[src/rtl/regfile_wb_arbiter_pkg.sv]
// -----------------------------------------------------------------------------
// regfile_wb_arbiter_pkg
// Shared definitions for the register-file write-back arbiter: default
// widths and the requester index constants used to address the two slots.
// -----------------------------------------------------------------------------
package regfile_wb_arbiter_pkg;

   localparam int REG_ADDR_WIDTH_DEF = 5;
   localparam int REG_DATA_WIDTH_DEF = 32;
   localparam int CNT_WIDTH_DEF      = 16;

   // Requester / slot indices
   localparam int REQ_ALU = 0;
   localparam int REQ_LSU = 1;

endpackage

[src/rtl/regfile_wb_arbiter_wb_slot.sv]
// -----------------------------------------------------------------------------
// wb_slot
// One-entry holding register for a pending register-file write.
// Ports:
//   clk, rst      clock, asynchronous active-low reset (clears full only)
//   i_store       load i_addr/i_data and mark full at this edge
//   i_release     entry written this cycle; empties at this edge unless
//                 i_store refills it at the same edge
//   i_addr/i_data incoming destination register and data
//   o_full        slot holds a valid entry
//   o_addr/o_data held destination register and data
// -----------------------------------------------------------------------------
module wb_slot
   import regfile_wb_arbiter_pkg::*;
#(
   parameter int ADDR_W = REG_ADDR_WIDTH_DEF,
   parameter int DATA_W = REG_DATA_WIDTH_DEF
)(
   input  logic              clk,
   input  logic              rst,
   input  logic              i_store,
   input  logic              i_release,
   input  logic [ADDR_W-1:0] i_addr,
   input  logic [DATA_W-1:0] i_data,
   output logic              o_full,
   output logic [ADDR_W-1:0] o_addr,
   output logic [DATA_W-1:0] o_data
);

   logic              r_full;
   logic [ADDR_W-1:0] r_addr;
   logic [DATA_W-1:0] r_data;

   always_ff @(posedge clk or negedge rst) begin
      if (!rst) begin
         r_full <= 1'b0;
      end else if (i_store) begin
         r_full <= 1'b1;
      end else if (i_release) begin
         r_full <= 1'b0;
      end
   end

   // Payload is qualified by r_full, so it needs no reset.
   always_ff @(posedge clk) begin
      if (i_store) begin
         r_addr <= i_addr;
         r_data <= i_data;
      end
   end

   assign o_full = r_full;
   assign o_addr = r_addr;
   assign o_data = r_data;

endmodule

[src/rtl/regfile_wb_arbiter.sv]
// -----------------------------------------------------------------------------
// regfile_wb_arbiter
// Shares the register-file write port (WE3/A3/WD3) between the ALU (req0)
// and load (req1) write-back paths. Each path owns a one-entry slot with a
// valid/ready handshake. Grants are round-robin; when both slots target the
// same register the older entry wins so writes retire in program order.
// Ports:
//   clk, rst               clock, asynchronous active-low reset
//   stall                  suppresses grants, WE3 forced 0
//   reqN_valid/ready       requester handshake (N = 0 ALU, 1 load)
//   reqN_addr/data         destination register and write data
//   WE3/A3/WD3             register-file write port (A3/WD3 = 0 when idle)
//   pending                bit r set while a full slot targets register r
//   conflict_cnt           saturating count of cycles a full slot waited
//   clr_cnt                synchronous clear of conflict_cnt (wins over +1)
// -----------------------------------------------------------------------------
module regfile_wb_arbiter
   import regfile_wb_arbiter_pkg::*;
#(
   parameter int REG_ADDR_WIDTH = REG_ADDR_WIDTH_DEF,
   parameter int REG_DATA_WIDTH = REG_DATA_WIDTH_DEF,
   parameter int REG_COUNT      = 1 << REG_ADDR_WIDTH,
   parameter int CNT_WIDTH      = CNT_WIDTH_DEF
)(
   input  logic                      clk,
   input  logic                      rst,
   input  logic                      stall,
   input  logic                      req0_valid,
   output logic                      req0_ready,
   input  logic [REG_ADDR_WIDTH-1:0] req0_addr,
   input  logic [REG_DATA_WIDTH-1:0] req0_data,
   input  logic                      req1_valid,
   output logic                      req1_ready,
   input  logic [REG_ADDR_WIDTH-1:0] req1_addr,
   input  logic [REG_DATA_WIDTH-1:0] req1_data,
   output logic                      WE3,
   output logic [REG_ADDR_WIDTH-1:0] A3,
   output logic [REG_DATA_WIDTH-1:0] WD3,
   output logic [REG_COUNT-1:0]      pending,
   output logic [CNT_WIDTH-1:0]      conflict_cnt,
   input  logic                      clr_cnt
);

   localparam logic [CNT_WIDTH-1:0] CNT_ONE = {{(CNT_WIDTH-1){1'b0}}, 1'b1};

   logic [1:0]                w_valid;
   logic [1:0]                w_ready;
   logic [1:0]                w_xfer;
   logic [1:0]                w_store;
   logic [1:0]                w_full;
   logic [1:0]                w_grant;
   logic [1:0]                w_nfull;
   logic [1:0]                w_age_nxt;
   logic                      w_same_addr;
   logic                      w_wait;
   logic [REG_ADDR_WIDTH-1:0] w_in_addr [2];
   logic [REG_DATA_WIDTH-1:0] w_in_data [2];
   logic [REG_ADDR_WIDTH-1:0] w_addr    [2];
   logic [REG_DATA_WIDTH-1:0] w_data    [2];

   logic [1:0]                r_age;
   logic                      r_rr_ptr;
   logic [CNT_WIDTH-1:0]      r_cnt;

   assign w_valid[REQ_ALU]   = req0_valid;
   assign w_valid[REQ_LSU]   = req1_valid;
   assign w_in_addr[REQ_ALU] = req0_addr;
   assign w_in_addr[REQ_LSU] = req1_addr;
   assign w_in_data[REQ_ALU] = req0_data;
   assign w_in_data[REQ_LSU] = req1_data;

   // A slot being written this cycle can take a new entry at the same edge.
   assign w_ready    = {2{rst}} & (~w_full | w_grant);
   assign w_xfer     = w_valid & w_ready;
   assign req0_ready = w_ready[REQ_ALU];
   assign req1_ready = w_ready[REQ_LSU];

   // Writes to x0 complete the handshake but are never stored.
   always_comb begin
      w_store = '0;
      for (int i = 0; i < 2; i++) begin
         w_store[i] = w_xfer[i] && (w_in_addr[i] != '0);
      end
   end

   for (genvar g = 0; g < 2; g++) begin : g_slot
      wb_slot #(
         .ADDR_W (REG_ADDR_WIDTH),
         .DATA_W (REG_DATA_WIDTH)
      ) u_slot (
         .clk       (clk),
         .rst       (rst),
         .i_store   (w_store[g]),
         .i_release (w_grant[g]),
         .i_addr    (w_in_addr[g]),
         .i_data    (w_in_data[g]),
         .o_full    (w_full[g]),
         .o_addr    (w_addr[g]),
         .o_data    (w_data[g])
      );
   end

   assign w_same_addr = (w_addr[REQ_ALU] == w_addr[REQ_LSU]);

   always_comb begin
      w_grant = 2'b00;
      if (!stall) begin
         case (w_full)
            2'b01:   w_grant = 2'b01;
            2'b10:   w_grant = 2'b10;
            2'b11: begin
               // Same destination: older entry first, keeps program order.
               if (w_same_addr) begin
                  w_grant = r_age[REQ_LSU] ? 2'b10 : 2'b01;
               end else begin
                  w_grant = r_rr_ptr ? 2'b10 : 2'b01;
               end
            end
            default: w_grant = 2'b00;
         endcase
      end
   end

   assign w_nfull = w_store | (w_full & ~w_grant);
   assign w_wait  = |(w_full & ~w_grant);

   // Age: the entry that is alone, or that was there first, is the older one.
   // A simultaneous fill of both slots treats the load (slot1) as older,
   // which the store[0] branch covers since slot0 is then the newer entry.
   always_comb begin
      w_age_nxt = r_age;
      if (&w_nfull) begin
         if (w_store[REQ_ALU]) begin
            w_age_nxt = 2'b10;
         end else if (w_store[REQ_LSU]) begin
            w_age_nxt = 2'b01;
         end
      end else if (w_nfull[REQ_ALU]) begin
         w_age_nxt = 2'b01;
      end else if (w_nfull[REQ_LSU]) begin
         w_age_nxt = 2'b10;
      end else begin
         w_age_nxt = 2'b00;
      end
   end

   always_ff @(posedge clk or negedge rst) begin
      if (!rst) begin
         r_age    <= 2'b00;
         r_rr_ptr <= 1'b0;
         r_cnt    <= '0;
      end else begin
         r_age <= w_age_nxt;
         // Pointer only moves on a true round-robin decision.
         if (!stall && (&w_full) && !w_same_addr) begin
            r_rr_ptr <= ~r_rr_ptr;
         end
         if (clr_cnt) begin
            r_cnt <= '0;
         end else if (w_wait && !(&r_cnt)) begin
            r_cnt <= r_cnt + CNT_ONE;
         end
      end
   end

   assign conflict_cnt = r_cnt;

   always_comb begin
      WE3 = |w_grant;
      A3  = '0;
      WD3 = '0;
      if (w_grant[REQ_LSU]) begin
         A3  = w_addr[REQ_LSU];
         WD3 = w_data[REQ_LSU];
      end else if (w_grant[REQ_ALU]) begin
         A3  = w_addr[REQ_ALU];
         WD3 = w_data[REQ_ALU];
      end
   end

   always_comb begin
      pending = '0;
      for (int i = 0; i < 2; i++) begin
         if (w_full[i]) begin
            pending[w_addr[i]] = 1'b1;
         end
      end
   end

endmodule

[config.mk]
export PLATFORM = sky130hd
export DESIGN_NAME = regfile_wb_arbiter
export DESIGN_NICKNAME = d
export VERILOG_FILES = /design/src/rtl/regfile_wb_arbiter_pkg.sv /design/src/rtl/regfile_wb_arbiter_wb_slot.sv /design/src/rtl/regfile_wb_arbiter.sv
export SDC_FILE = /design/constraint.sdc
export NUM_CORES = 1
export LEC_CHECK = 0
export ABC_AREA = 1
export CAP_MARGIN = 10
export CORE_ASPECT_RATIO = 0.5
export CORE_MARGIN = 4
export CORE_UTILIZATION = 35
export DETAILED_ROUTE_END_ITERATION = 16
export GPL_ROUTABILITY_DRIVEN = 0
export GPL_TIMING_DRIVEN = 0
export PLACE_DENSITY = 0.77
export SLEW_MARGIN = 20
export SYNTH_ARGS = -nofsm -noshare
export SYNTH_HDL_FRONTEND = slang
export SYNTH_SLANG_ARGS = --single-unit
[constraint.sdc]
create_clock -name clk -period 12.1 [get_ports clk]
set_input_delay 2.42 -clock clk [delete_from_list [all_inputs] [get_ports clk]]
set_output_delay 2.42 -clock clk [all_outputs]
set_load 0.05 [all_outputs]
== After elaboration in Yosys (flattened, before gate mapping) ==
Index checks and enable logic that the tools add are counted.
Storage, ports and cells
  output and inout bits: 88
  bits of input ports: 80
  register bits: 95
Operators by class
  bitwise logic cells: 9
  order comparisons: 4
  equality and inequality tests: 5
  add/sub/neg operators: 1
  reduce and logical (&&, ||, !) cells: 20
  mux-type cells: 26
Operators with widths (number)
  32-bit two-way mux: 4
  16-bit two-way mux: 2
  32-bit OR: 1
  2-bit two-way mux: 9
  16-bit by 1-bit adder with 16-bit output, second input constant: 1
  16-bit AND reduction: 1
  5-bit by 6-bit less-than comparator with 1-bit output, second input constant: 2
  1-bit demux with 5-bit select: 2
  5-bit by 1-bit greater-or-equal comparator with 1-bit output, second input constant: 2
  5-bit two-way mux: 2
  5-bit nonzero test: 2
  1-bit logical AND: 7
  2-bit bitwise AND: 3
  1-bit two-way mux: 6
  2-bit one-hot mux with 3 select lines: 1
  2-bit nonzero test: 3
  5-bit equality test: 1
  2-bit equality test, second input constant: 2
  2-bit NOT: 2
  2-bit OR: 2
  2-bit AND reduction: 2
  2-bit OR reduction: 2
  1-bit zero test: 3
  3-bit by 1-bit != test with 1-bit output, second input constant: 1
  2 further kinds: 2

== Logic depth before layout (Yosys ltp) ==
  depth after elaboration: 12
  mapped depth: 12
  depth with buffers taken out: 12

== Hierarchy ==
From an unflattened synthesis, not the netlist that was laid out.
Unflattened totals
  cells, all modules: 388
  area, all modules: 4266.6 µm²
Modules (own cells, without submodules)
  wb_slot: cells each 42, sequential area each 1136.1 µm², area each 1151.1 µm², times used 2
  regfile_wb_arbiter: cells each 304, sequential area each 450.4 µm², area each 1964.4 µm², times used 1

== Worst setup path after synthesis ==
Ideal clock, no wire load.
  kind: input to output
  from: input stall
  to: output req0_ready
  path buffers: 0
  path slack: 6147 ps
  arrival: 3533 ps
  required time: 9680 ps
  stages on the path: 5
  cell sequence: nor2_1 > nand2_4 > inv_4 > nor2_1 > nor2_1
On the way
  cells in the longest elaborated chain, start to end: 3
RTL lines
  start, declared: RTL line regfile_wb_arbiter.sv:27  | input logic stall,
  2-bit two-way mux: RTL line regfile_wb_arbiter.sv:107  | if (!stall) begin
  2-bit OR: RTL line regfile_wb_arbiter.sv:73  | assign w_ready = {2{rst}} & (~w_full | w_grant);
  2-bit bitwise AND: RTL line regfile_wb_arbiter.sv:73
  end, declared: RTL line regfile_wb_arbiter.sv:29  | output logic req0_ready,
Every way passes these cells.

== Final worst setup path ==
  from: input stall
  to: output WD3[12]
On the way
  cells in the longest elaborated chain, start to end: 3
RTL lines
  2-bit two-way mux (*): RTL line regfile_wb_arbiter.sv:107
  32-bit two-way mux: RTL line regfile_wb_arbiter.sv:175  | end else if (w_grant[REQ_ALU]) begin
  32-bit two-way mux (*): RTL line regfile_wb_arbiter.sv:172  | if (w_grant[REQ_LSU]) begin
  end, declared: RTL line regfile_wb_arbiter.sv:38  | output logic [REG_DATA_WIDTH-1:0] WD3,
Mark *: on every way between the ends. The rest lies on a longest branch, timed or not.

==> results_dict.tcl <==
set metrics [dict create \
    startpoint_type "primary input" \
    grt_pass1_vias 3757 \
    antenna_found_initial 0 \
    die_height_um 86.10 \
    via_per_inst 5.015 \
    syn-cell-area_um2 4269 \
    placed_cells 717 \
    postCtsSetupBuffers 0 \
    regToRegEndpoint "g_slot[0].u_slot.o_data[13]$_DFFE_PP_" \
    num_rows 28 \
    synth_enable_flop_cells 74 \
    max_stage_delay_ns 0.84 \
    layout-drive-gt1-share_pct 8.979 \
    synth-compound-area-share_pct 13.89 \
    nNetsFinal 644 \
    slew_headroom_pct 34.68 \
    area_growth_pct 51.93 \
    cts_root_buffer "clkbuf_16" \
    synthesis.instances 381 \
    ys.flop_type "edfxtp_1" \
    grt_pass1_wl_mm 19.19 \
    fmax_mhz 144.9 \
    dr.pass1.iters 4 \
    wl_per_cell_um 16.60 \
    fin_skew_ns 0.008186 \
    setup.worst_path.start "stall" \
    htree_levels 3 \
    synthAdderAreaFrac_pct 0.5275 \
    crit_top_cell "clkdlybuf4s50_1" \
    yosysSeqAreaShare_pct 63.77 \
    cts_tree "done" \
    r2r-start "g_slot[1].u_slot.o_addr[3]$_DFFE_PP_" \
    cts_num_sinks 94 \
    status "finished clean" \
    critical_path_buf_inv_count 4 \
    synth_fp_nets 462 \
    core_area_um2 11880 \
    setup.worst_path.end "WD3[12]" \
    drcViolationCount 0 \
    yosys.area_share.simple_pct 15.74 \
    whs_ns 0.4775 \
    fin_tns_setup_ns 0 \
    path_cells "clkdlybuf4s50_1 -> nor2_1 -> nand2_4 -> inv_4 -> buf_6 -> a22o_1 -> clkdlybuf4s50_1" \
    clock_latency_ns 0.34 \
    dpl.hpwl_mm 9.197 \
    cts_buffers 9 \
    rsz0062_at_grt "no" \
    rrSetupSlack_ns 9.32 \
    r2r_cells 14 \
    gr-total-overflow 0 \
    routed_wl_mm 12.17 \
    num_vias 3676 \
    nFillCells 1006 \
    cts_buffer_depth 2 \
    synth_xor_xnor_area_share_pct 0.8206 \
    ioPinCount 168 \
    grt_max_degree 31 \
    drv_cap 0 \
    finalNonFillerCells 733 \
    cts-resized-gates 0 \
    top_layer "met4" \
    crit_family "buffers and inverters" \
    arrival_ns 4.48 \
    yosysWarnings 0 \
    dr_wl_met2_mm 6.478 \
    cts-hold-fix-buffers 0 \
    dr_wl_met3_um 550 \
    cp_slowest_cell "clkdlybuf4s50_1" \
    final_antenna_net_count 0 \
    muxShareOfSynthArea_pct 0 \
    crit_cells 7 \
    m1WireLength_mm 4.706 \
    ys_async_sr_fraction_pct 21.28 \
    power_density_nw_per_um2 190.1 \
    path_class "in2out" \
    insertedDiodeCount 0 \
    synth_top_family_by_area "simple AND/OR/NAND/NOR gates" \
    drtIter0Drc 241 \
    peakVddDrop_mv 0.08548 \
    netlist-cell-type-count 36 \
    worst_pin_slew_ns 0.9723 \
    fp.dieW_um 164.2 \
    critPathMaxFanout 10 \
    grtUsageTotal_pct 17.35 \
    dieArea_um2 14140 \
    initial_utilization_pct 35.95 \
    end_kind "output pin" \
    clk_pin_slew_ns 0.07 \
    avgSynthCellArea_um2 11.20 \
    setup-violations-final 0 \
    fin_crit_sh_pct 57.05 \
    hold_class "reg2reg" \
    required_ns 9.68 \
    io_buffers 166 \
    period_minus_slack_ns 6.903 \
    p_leak_nw 2.356 \
    finalHoldViolCount 0 \
    ys_seq_elements 94 \
    drv_slew 0 \
]
-- cells in the final DEF, fill, tap and decap left out, types with 2 or more instances in the layout --
master           count
a22o_1              32
o41ai_1              2
clkdlybuf4s50_1    165
nand2_1             68
nor2_1              19
xnor2_1              3
clkinv_2             2
o21ai_1              6
dfrtp_1             20
edfxtp_1            74
inv_2               10
nand2_4              2
nor4_1               2
buf_2                2
o22ai_1              6
inv_4                2
nor3b_1              2
nor2_2               2
o21ai_0             33
buf_6                9
a21oi_1              8
nand2_2              2
clkbuf_1             2
inv_1               23
clkbuf_16            9
buf_4                2
nand3_1             23
nor3_1              19
nor3_2               3
-- report_power, final --
group	internal (mW)	switching, mW	leakage (nW)
clock network	0.161	0.119	0.141
registers	0.391	0.0205	0.947
logic	0.186	0.355	1.27
total	0.738	0.495	2.36
-- per-layer routing --
layer	vias up	track usage [%]
li1	1755	-
met1	1765	19.85
met2	129	31.58
met3	27	3.697
met4	0	7.458
met5	-	0
-- kinds of logic (layout without fill, tap and decap cells) --
logic type      count (synthesis)  count (layout)
xor+xnor                        4               4
flops                          94              94
fa+ha+maj                       2               2
compound gates                 90              90
buf+inv                        44             231
simple gates                  147             147
-- synthesized netlist by cell type, types with 3 or more instances --
library cell | count | share of area (%)
inv_1 | 24 | 2.1
o21ai_1 | 6 | 0.70
buf_6 | 7 | 1.8
nor3_1 | 20 | 2.3
nor2_1 | 19 | 1.7
dfrtp_1 | 20 | 12
nand3_1 | 23 | 2.7
edfxtp_1 | 74 | 52
nand2_1 | 68 | 6.0
o21ai_0 | 33 | 3.9
o22ai_1 | 6 | 0.88
a22o_1 | 32 | 6.6
xnor2_1 | 3 | 0.62
inv_2 | 9 | 0.79
a21oi_1 | 8 | 0.94
-- final cells by class --
type / count / area, um2 / area share [%]
Sequential cell: 94 / 2723 / 41.98
Timing Repair Buffer: 171 / 1714 / 26.43
Multi-Input combinational cell: 243 / 1328 / 20.47
Clock buffer: 11 / 232.7 / 3.588
Tap cell: 165 / 206.4 / 3.183
Inverter: 35 / 136.4 / 2.103
Buffer: 9 / 87.58 / 1.350
Clock inverter: 5 / 58.81 / 0.9066
-- metrics by stage --
stage / util [%] / power (mW) / setup WS (ns) / instance area [um2]
floorplan: - / 0.7678 / 6.147 / 4269
global placement: 51.68 / 0.9498 / 3.819 / 6137
detailed placement: 52.20 / 0.9604 / 4.839 / 6200
CTS: 54.66 / 1.244 / 4.797 / 6491
global route: 54.61 / 1.283 / 5.115 / 6486
finish: 54.61 / 1.233 / 5.197 / 6486
-- worst min-delay path by stage --
stage,cells after the start,startpoint,slack (ns),endpoint
after floorplan,1,r_rr_ptr$_DFFE_PN0P_,0.45,r_rr_ptr$_DFFE_PN0P_
after global placement,1,r_rr_ptr$_DFFE_PN0P_,0.46,r_rr_ptr$_DFFE_PN0P_
after detailed placement,1,r_rr_ptr$_DFFE_PN0P_,0.46,r_rr_ptr$_DFFE_PN0P_
after CTS,1,r_rr_ptr$_DFFE_PN0P_,0.48,r_rr_ptr$_DFFE_PN0P_
after global routing,1,r_rr_ptr$_DFFE_PN0P_,0.49,r_rr_ptr$_DFFE_PN0P_
final,1,r_rr_ptr$_DFFE_PN0P_,0.48,r_rr_ptr$_DFFE_PN0P_
-- sequential cells by signal, indices dropped and copies added (netlist names) --
| signal | flops |
|---|---|
| r_rr_ptr | 1 |
| r_age | 1 |
| conflict_cnt | 16 |
| g_slot.u_slot.o_full | 2 |
| g_slot.u_slot.o_data | 64 |
| g_slot.u_slot.o_addr | 10 |
(Power assumes the default switching activity.)
